--- src/rtl/rv32i_hazard_scoreboard.sv ---
// Per-register countdown scoreboard generating stall/bubble/flush/freeze for the RV32I pipeline.
// Optional performance counters are built in when HAZARD_PERF_CNT_EN is defined.
module rv32i_hazard_scoreboard #(
  parameter int NREG    = 32,
  parameter int RIDX_W  = 5,
  parameter int LAT_W   = 3,
  parameter int MAX_LAT = 4
) (
  input  logic              clk,
  input  logic              reset,
  input  logic              id_valid,
  input  logic [RIDX_W-1:0] id_rs1,
  input  logic [RIDX_W-1:0] id_rs2,
  input  logic              id_use_rs1,
  input  logic              id_use_rs2,
  input  logic [RIDX_W-1:0] id_rd,
  input  logic              id_reg_write,
  input  logic [LAT_W-1:0]  id_lat,
  input  logic              ex_redirect,
  input  logic              mem_req,
  input  logic              mem_ack,
  output logic              stall_if,
  output logic              stall_id,
  output logic              bubble_ex,
  output logic              flush_id,
  output logic              flush_ex,
  output logic              freeze,
  output logic              issue_fire,
  output logic              busy
`ifdef HAZARD_PERF_CNT_EN
  ,
  output logic [31:0]       perf_stall_cycles,
  output logic [31:0]       perf_flushes,
  output logic [31:0]       perf_freeze_cycles
`endif
);

  logic [LAT_W-1:0] cnt [NREG];
  logic [LAT_W-1:0] eff_lat;
  logic             hazard;
  logic             rs1_pending;
  logic             rs2_pending;
  logic             load_en;

  // A count of 1 means the result is already forwardable, so only >1 stalls.
  assign rs1_pending = id_use_rs1 && (id_rs1 != '0) && (cnt[id_rs1] > LAT_W'(1));
  assign rs2_pending = id_use_rs2 && (id_rs2 != '0) && (cnt[id_rs2] > LAT_W'(1));
  assign hazard      = id_valid && (rs1_pending || rs2_pending);

  assign freeze     = mem_req && !mem_ack;
  assign flush_id   = !freeze && ex_redirect;
  assign flush_ex   = !freeze && ex_redirect;
  assign bubble_ex  = !freeze && !ex_redirect && hazard;
  assign stall_if   = freeze || bubble_ex;
  assign stall_id   = freeze || bubble_ex;
  assign issue_fire = id_valid && !hazard && !ex_redirect && !freeze;
  assign load_en    = issue_fire && id_reg_write && (id_rd != '0);

  always_comb begin
    eff_lat = id_lat;
    if (id_lat == '0)
      eff_lat = LAT_W'(1);
    else if (id_lat > LAT_W'(MAX_LAT))
      eff_lat = LAT_W'(MAX_LAT);
  end

  always_ff @(posedge clk or negedge reset) begin
    if (!reset) begin
      for (int r = 0; r < NREG; r++)
        cnt[r] <= '0;
    end else if (!freeze) begin
      cnt[0] <= '0;
      for (int r = 1; r < NREG; r++) begin
        if (load_en && (id_rd == RIDX_W'(r)))
          cnt[r] <= eff_lat;
        else if (cnt[r] != '0)
          cnt[r] <= cnt[r] - LAT_W'(1);
      end
    end
  end

  always_comb begin
    busy = 1'b0;
    for (int r = 1; r < NREG; r++)
      busy = busy | (cnt[r] != '0);
  end

`ifdef HAZARD_PERF_CNT_EN
  // Saturating event counters; they never wrap back to zero.
  always_ff @(posedge clk or negedge reset) begin
    if (!reset) begin
      perf_stall_cycles  <= '0;
      perf_flushes       <= '0;
      perf_freeze_cycles <= '0;
    end else begin
      if (bubble_ex && (perf_stall_cycles != '1))
        perf_stall_cycles <= perf_stall_cycles + 32'd1;
      if (flush_ex && (perf_flushes != '1))
        perf_flushes <= perf_flushes + 32'd1;
      if (freeze && (perf_freeze_cycles != '1))
        perf_freeze_cycles <= perf_freeze_cycles + 32'd1;
    end
  end
`endif

endmodule

--- config.mk ---
export PLATFORM = sky130hd
export DESIGN_NAME = rv32i_hazard_scoreboard
export DESIGN_NICKNAME = d
export VERILOG_FILES = /design/src/rtl/rv32i_hazard_scoreboard.sv
export SDC_FILE = /design/constraint.sdc
export NUM_CORES = 1
export LEC_CHECK = 0
export BUFFER_PORTS_ARGS = -buffer_cell sky130_fd_sc_hd__buf_4
export CAP_MARGIN = 0
export CORE_MARGIN = 8
export CORE_UTILIZATION = 65
export DETAILED_ROUTE_END_ITERATION = 12
export GPL_TIMING_DRIVEN = 0
export PLACE_DENSITY = 0.95
export SLEW_MARGIN = 15
export SYNTH_ARGS = -nofsm -noshare
export SYNTH_HDL_FRONTEND = slang
export SYNTH_SLANG_ARGS = --single-unit
--- constraint.sdc ---
create_clock -name clk -period 10.2 [get_ports clk]
set_input_delay 2.55 -clock clk [delete_from_list [all_inputs] [get_ports clk]]
set_output_delay 2.55 -clock clk [all_outputs]
set_load 0.01 [all_outputs]
### After elaboration in Yosys (flattened, before gate mapping)

Cells that the tools add are included.
Widths: inputs -> output; s select.

| word-level totals | value |
|---|---|
| flip-flop bits (word level) | 93 |
| bits of input ports | 27 |
| logic and storage cells | 349 |
| output and inout port bits | 8 |

| operators by class | value |
|---|---|
| magnitude comparators | 5 |
| reductions and logical operators | 148 |
| bitwise logic cells | 33 |
| $add $sub $neg | 31 |
| equal/unequal tests | 31 |
| multiplexer cells | 70 |

Operators by type and width:

| operator | number |
|---|---|
| $mux 3 | 68 |
| $reduce_bool 3->1 | 31 |
| $sub 3x1->3 const B | 31 |
| $eq 5x5->1 const B | 16 |
| $reduce_and 2->1 | 31 |
| $reduce_bool 2->1 | 31 |
| $logic_and 1x1->1 | 45 |
| $eq 5x4->1 const B | 8 |
| $bmux 3 s5 | 2 |
| $or 1x1->1 | 30 |
| $eq 5x3->1 const B | 4 |
| $reduce_bool 5->1 | 3 |
| $ge 6x6->1 const B | 2 |
| $not 5->6 | 2 |
| $eq 5x2->1 const B | 2 |
| $gt 3x1->1 const B | 2 |
| $eq 5x1->1 const B | 1 |
| $logic_not 1->1 | 4 |
| $gt 3x3->1 const B | 1 |
| $logic_not 3->1 | 1 |
| $logic_or 1x1->1 | 2 |
| $not 1->1 | 1 |

### Depth between registers and ports, before layout

| depth | value |
|---|---|
| word-level depth | 31 |
| mapped depth | 13 |
| mapped depth without buffers | 9 |

### Least setup slack after synthesis

No wires, ideal clock.

| timing path | value |
|---|---|
| kind | in2out |
| from | input port id_rs1[2] |
| to | output port stall_if |
| path buffers | 3 |
| data required time | 7.650 ns |
| stages | 10 |
| setup slack | 2.973 ns |
| arrival time | 4.677 ns |
| path through | buf_4 > inv_2 > mux4_2 > a221o_1 > nor3_2 > nor2_2 > buf_2 > a21oi_1 > or2_2 > buf_4 |

| on the way | value |
|---|---|
| longest elaborated chain between the ends | 10 |
| elaborated cells on any way between the ends | 12 |
| those cells by class | order compare (1); mux (3); bitwise (1); reduce/logical (7) |

Ends and longest elaborated chain:

| item | RTL line | text |
|---|---|---|
| from (decl) | 12 | `input logic [RIDX_W-1:0] id_rs1,` |
| $not 5->6 (implied by the code) | 46 | `assign rs1_pending = id_use_rs1 && (id_rs1 != '0) && (cnt[id_rs1] > LAT_W'(1));` |
| $bmux 3 s5 | 46 |  |
| $mux 3 (implied by the code) (2 in a row) | 46 |  |
| $gt 3x1->1 | 46 |  |
| $logic_and 1x1->1 (*) | 46 |  |
| $logic_or 1x1->1 (*) | 48 | `assign hazard = id_valid && (rs1_pending \|\| rs2_pending);` |
| $logic_and 1x1->1 (*) | 48 |  |
| $logic_and 1x1->1 (*) | 53 | `assign bubble_ex = !freeze && !ex_redirect && hazard;` |
| named net bubble_ex | 24 | `output logic bubble_ex,` |
| $logic_or 1x1->1 (*) | -- |  |
| to (decl) | 22 | `output logic stall_if,` |

The timed path passes the listed nets; every way through them passes the cells marked *. The select of a mux whose other input is x is not followed.

### Worst setup path after layout

| timing path | value |
|---|---|
| from | input port id_rs1[0] |
| to | output port stall_if |

| on the way | value |
|---|---|
| longest elaborated chain between the ends | 10 |
| elaborated cells on any way between the ends | 12 |
| those cells by class | order compare (1); mux (3); bitwise (1); reduce/logical (7) |

Ends and longest elaborated chain:

| item | RTL line | text |
|---|---|---|
| $not 5->6 (implied by the code) | 46 |  |
| $bmux 3 s5 | 46 |  |
| $mux 3 (implied by the code) (2 in a row) | 46 |  |
| $gt 3x1->1 | 46 |  |
| $logic_and 1x1->1 (*) | 46 |  |
| $logic_or 1x1->1 (*) | 48 |  |
| $logic_and 1x1->1 (*) | 48 |  |
| $logic_and 1x1->1 (*) | 53 |  |
| $logic_or 1x1->1 (*) | 54 | `assign stall_if = freeze \|\| bubble_ex;` |

Mark *: on every way between the ends. The rest lies on a longest branch, timed or not. The select of a mux whose other input is x is not followed.

==> run_results.csv <==
group,metric,value,unit
grt,first_global_vias,7605,
synthesis,synth_seq_cells,93,
cts,cts-root-buf,"sky130_fd_sc_hd__clkbuf_16",
setup_path,critical_path_cell_sequence,"buf_4, buf_6, buf_6, nor3_2, o21ai_0, a211oi_1, o22ai_1, nor2_2, buf_2, a21oi_1, or2_2, buf_4, buf_4",
synthesis,post_synth_num_cell_types,60,
setup_path,end_kind,"output port",
setup_path,maximum_net_fanout_on_the_critical_path,10,
synthesis,ys.warnings.count,0,
floorplanning,die_h,125,um
placement,detail_placement_hpwl,17.8,mm
routing,detail_route.drc_violations,0,
timing,maxClockFrequency,133,MHz
power,leakage,3.95,nW
finish,largest_register,"cnt",
setup_path,start_kind,"input pin",
routing,detail_route.vias_per_cell,7.16,
timing,timing.clock.skew,0.00769,ns
floorplanning,placementRows,40,
synthesis,synth_ff_type,"sky130_fd_sc_hd__dfrtp_1",
setup_path,crit_slowest_cell,"sky130_fd_sc_hd__buf_2",
timing,finalSetupViolCount,0,
setup_path,worstSetupPathType,"input pin to output port",
cts,tritoncts,"done",
finish,fillCellCount,874,
setup_path,critical-path-top-cell-by-count,"sky130_fd_sc_hd__buf_4",
synthesis,synth.area.top_cells,"sky130_fd_sc_hd__dfrtp_1, sky130_fd_sc_hd__ha_1, sky130_fd_sc_hd__nor2_1, sky130_fd_sc_hd__o221a_2, sky130_fd_sc_hd__nor2b_1",
cts,tritoncts_num_sinks,93,
cts,ctsHoldBuffers,0,
routing,detailroute.via_count,7886,
cts,postCtsResizedCells,0,
routing,drt_iter0_markers,1341,
synthesis,synth.cells.most_frequent,"sky130_fd_sc_hd__dfrtp_1, sky130_fd_sc_hd__nor2_1, sky130_fd_sc_hd__inv_1, sky130_fd_sc_hd__ha_1, sky130_fd_sc_hd__nand2_1",
placement,place_congestion,1.02,
timing,finalCritPeriodShare,73.7,%
grt,initial_antenna_violation_count,0,
cts,htree_levels,3,
timing,timing_worst_slew_pin_value,1.22,ns
synthesis,synthesis.area_per_instance,8.54,sq um
timing,timing.slew.headroom,18.3,%
timing,hold_viol,0,
routing,ant_nets,0,
setup_path,cp.arrival,4.97,ns
floorplanning,placeableCoreArea,11900,sq um
setup_path,setup.reg_to_reg.worst_slack,7.26,ns
finish,finalNetCount,1040,
finish,ratio_of_cells_with_drive_above_1_in_the_final_layout,13.5,%
finish,reg.largest.list,"cnt: 93 flops",
cts,clk_transition_reported_paths,0.06,ns
timing,timing.setup.tns,0,ns
cts,clock_insertion_delay_worst_skew,0.37,ns
hold_path,worstHoldPathType,"flip-flop to flip-flop",
floorplanning,io_pins,35,
cts,post_cts_setup_buffer_count,0,
finish,final_util,71.4,%
routing,routed_wire_length,25.0,mm
timing,final_worst_path_period_need,7.52,ns
floorplanning,fp.dieArea,15700,sq um
power,max-vdd-ir-drop,0.116,mV
floorplanning,start_util,65.6,%
power,power_density,272,nW/um^2
placement,port_buffers,28,
synthesis,synth.largest_area_cell,"sky130_fd_sc_hd__dfrtp_1",
finish,syn_to_final_growth,8.83,%
grt,globalRouteOverflowTotal,0,
floorplanning,die_w,125,um
setup_path,slowest_delay,0.30,ns
synthesis,synth_top_cell_area_share,29.9,%
timing,maxSlewViolCount,0,
routing,drt-pass1-iter-count,7,
outcome,outcome,"finished, final reports clean",
job,max_cap_viol_count,0,
cts,cts_made_buffers,9,
synthesis,synth_async_sr_flop_share,100,%
grt,gr-usage-all-layers,31.8,%
cts,cts.path.max_buffers,2,
synthesis,synth.most_common_cell,"sky130_fd_sc_hd__dfrtp_1",
grt,grt_first_pass_wirelength,39.7,mm
synthesis,mappedNetlistArea,7780,sq um
synthesis,synth_cells,911,
setup_path,cp_data_required_time,7.65,ns
routing,wl_per_cell,22.7,um
timing,rsz0062_at_grt,"false",
finish,diodes,0,
synthesis,syn-num-nets,1000,
finish,largest_register_ff_count,93,
synthesis,synth_seq_area_share,29.9,%
synthesis,synth_edf_count,0,
grt,grt_start_max_net_pins,94,
[power breakdown]
part / switching (W) / internal, W
Sequential: 0.000215 / 0.000566
Clock: 0.000153 / 0.000194
Combinational: 0.000637 / 0.000543
Total: 0.00100 / 0.00130
[metal layers]
metal | global-route usage, % | wire [um] | vias up
met5 | 0 | 0 | -
li1 | - | - | 3435
met1 | 39.6 | 9620 | 3737
met3 | 8.75 | 2970 | 144
met4 | 20.0 | 1410 | 0
met2 | 48.1 | 11000 | 570
[layout by cell type (no fill, tap or decap), types with 11 or more instances in the layout]
master | synthesis | final
sky130_fd_sc_hd__o22ai_1 | 18 | 18
sky130_fd_sc_hd__clkbuf_1 | 26 | 28
sky130_fd_sc_hd__buf_4 | 6 | 34
sky130_fd_sc_hd__nor3b_1 | 16 | 16
sky130_fd_sc_hd__nand2_1 | 58 | 58
sky130_fd_sc_hd__o21ai_0 | 34 | 33
sky130_fd_sc_hd__a221o_1 | 11 | 11
sky130_fd_sc_hd__nand4_2 | 13 | 13
sky130_fd_sc_hd__o211ai_1 | 15 | 15
sky130_fd_sc_hd__nor2b_1 | 43 | 43
sky130_fd_sc_hd__o221a_2 | 24 | 24
sky130_fd_sc_hd__dfrtp_1 | 93 | 93
sky130_fd_sc_hd__o211a_1 | 11 | 11
sky130_fd_sc_hd__nor3_1 | 40 | 40
sky130_fd_sc_hd__ha_1 | 62 | 62
sky130_fd_sc_hd__nand3_1 | 44 | 44
sky130_fd_sc_hd__nand4_1 | 20 | 20
sky130_fd_sc_hd__a211oi_1 | 30 | 30
sky130_fd_sc_hd__and3_1 | 13 | 13
sky130_fd_sc_hd__a21oi_1 | 34 | 34
sky130_fd_sc_hd__nor4b_1 | 12 | 12
sky130_fd_sc_hd__nor2_1 | 78 | 78
sky130_fd_sc_hd__mux2i_1 | 20 | 20
sky130_fd_sc_hd__nand2b_1 | 28 | 28
sky130_fd_sc_hd__inv_1 | 67 | 67
[stage by stage]
stage          worst slack (ns)  power (W)  instances  hold WS (ns)  cell area [sq um]
6_report                   2.68    0.00231       1101         0.557               8470
5_1_grt                    2.57    0.00247       1101         0.592               8470
4_1_cts                    2.72    0.00227       1101         0.555               8470
3_5_place_dp               2.71    0.00190       1087         0.541               8190
3_3_place_gp               2.72    0.00183       1086         0.536               8180
2_1_floorplan              2.97    0.00161        911         0.514               7780
[worst paths after layout]
path	from	endpoint	cells past startpoint
worst max-delay path	id_rs1[0]	stall_if	13
worst min-delay path	cnt[10]	cnt[10]	1
worst max register to register	cnt[92]	cnt[5]	10
worst min register to register	cnt[10]	cnt[10]	1
max in group asynchronous	reset	cnt[47]	1
min in group asynchronous	reset	cnt[79]	1
[cell type report]
type                    instances  area, sq um  share of cell area, %
well taps                     147          184                   2.17
clock buffers                  12          246                   2.91
clock inverters                 2         35.0                  0.414
inverters                      71          267                   3.15
multi-input cells             702         4960                   58.6
repair buffers                 29          221                   2.62
plain buffers                  45          226                   2.67
flip-flops and latches         93         2330                   27.5
[cells by family (layout without fill, tap and decap cells)]
logic type | count (synthesis) | count (layout) | synth area share, %
multiplexers | 25 | 25 | 4.02
flip-flops | 93 | 93 | 29.9
adder cells (fa/ha/maj) | 62 | 62 | 9.97
AND/OR/NAND/NOR | 403 | 403 | 29.3
buffers and inverters | 116 | 159 | 6.34
AO/OA/AOI/OAI | 212 | 212 | 20.5
[worst max-delay path, delay by kind of cell]
family / cells / cell delay (ns)
AO/OA/AOI/OAI: 4 / 0.71
buffers and inverters: 6 / 0.98
AND/OR/NAND/NOR: 3 / 0.72
Note: power is estimated with default switching activity, not from simulation.
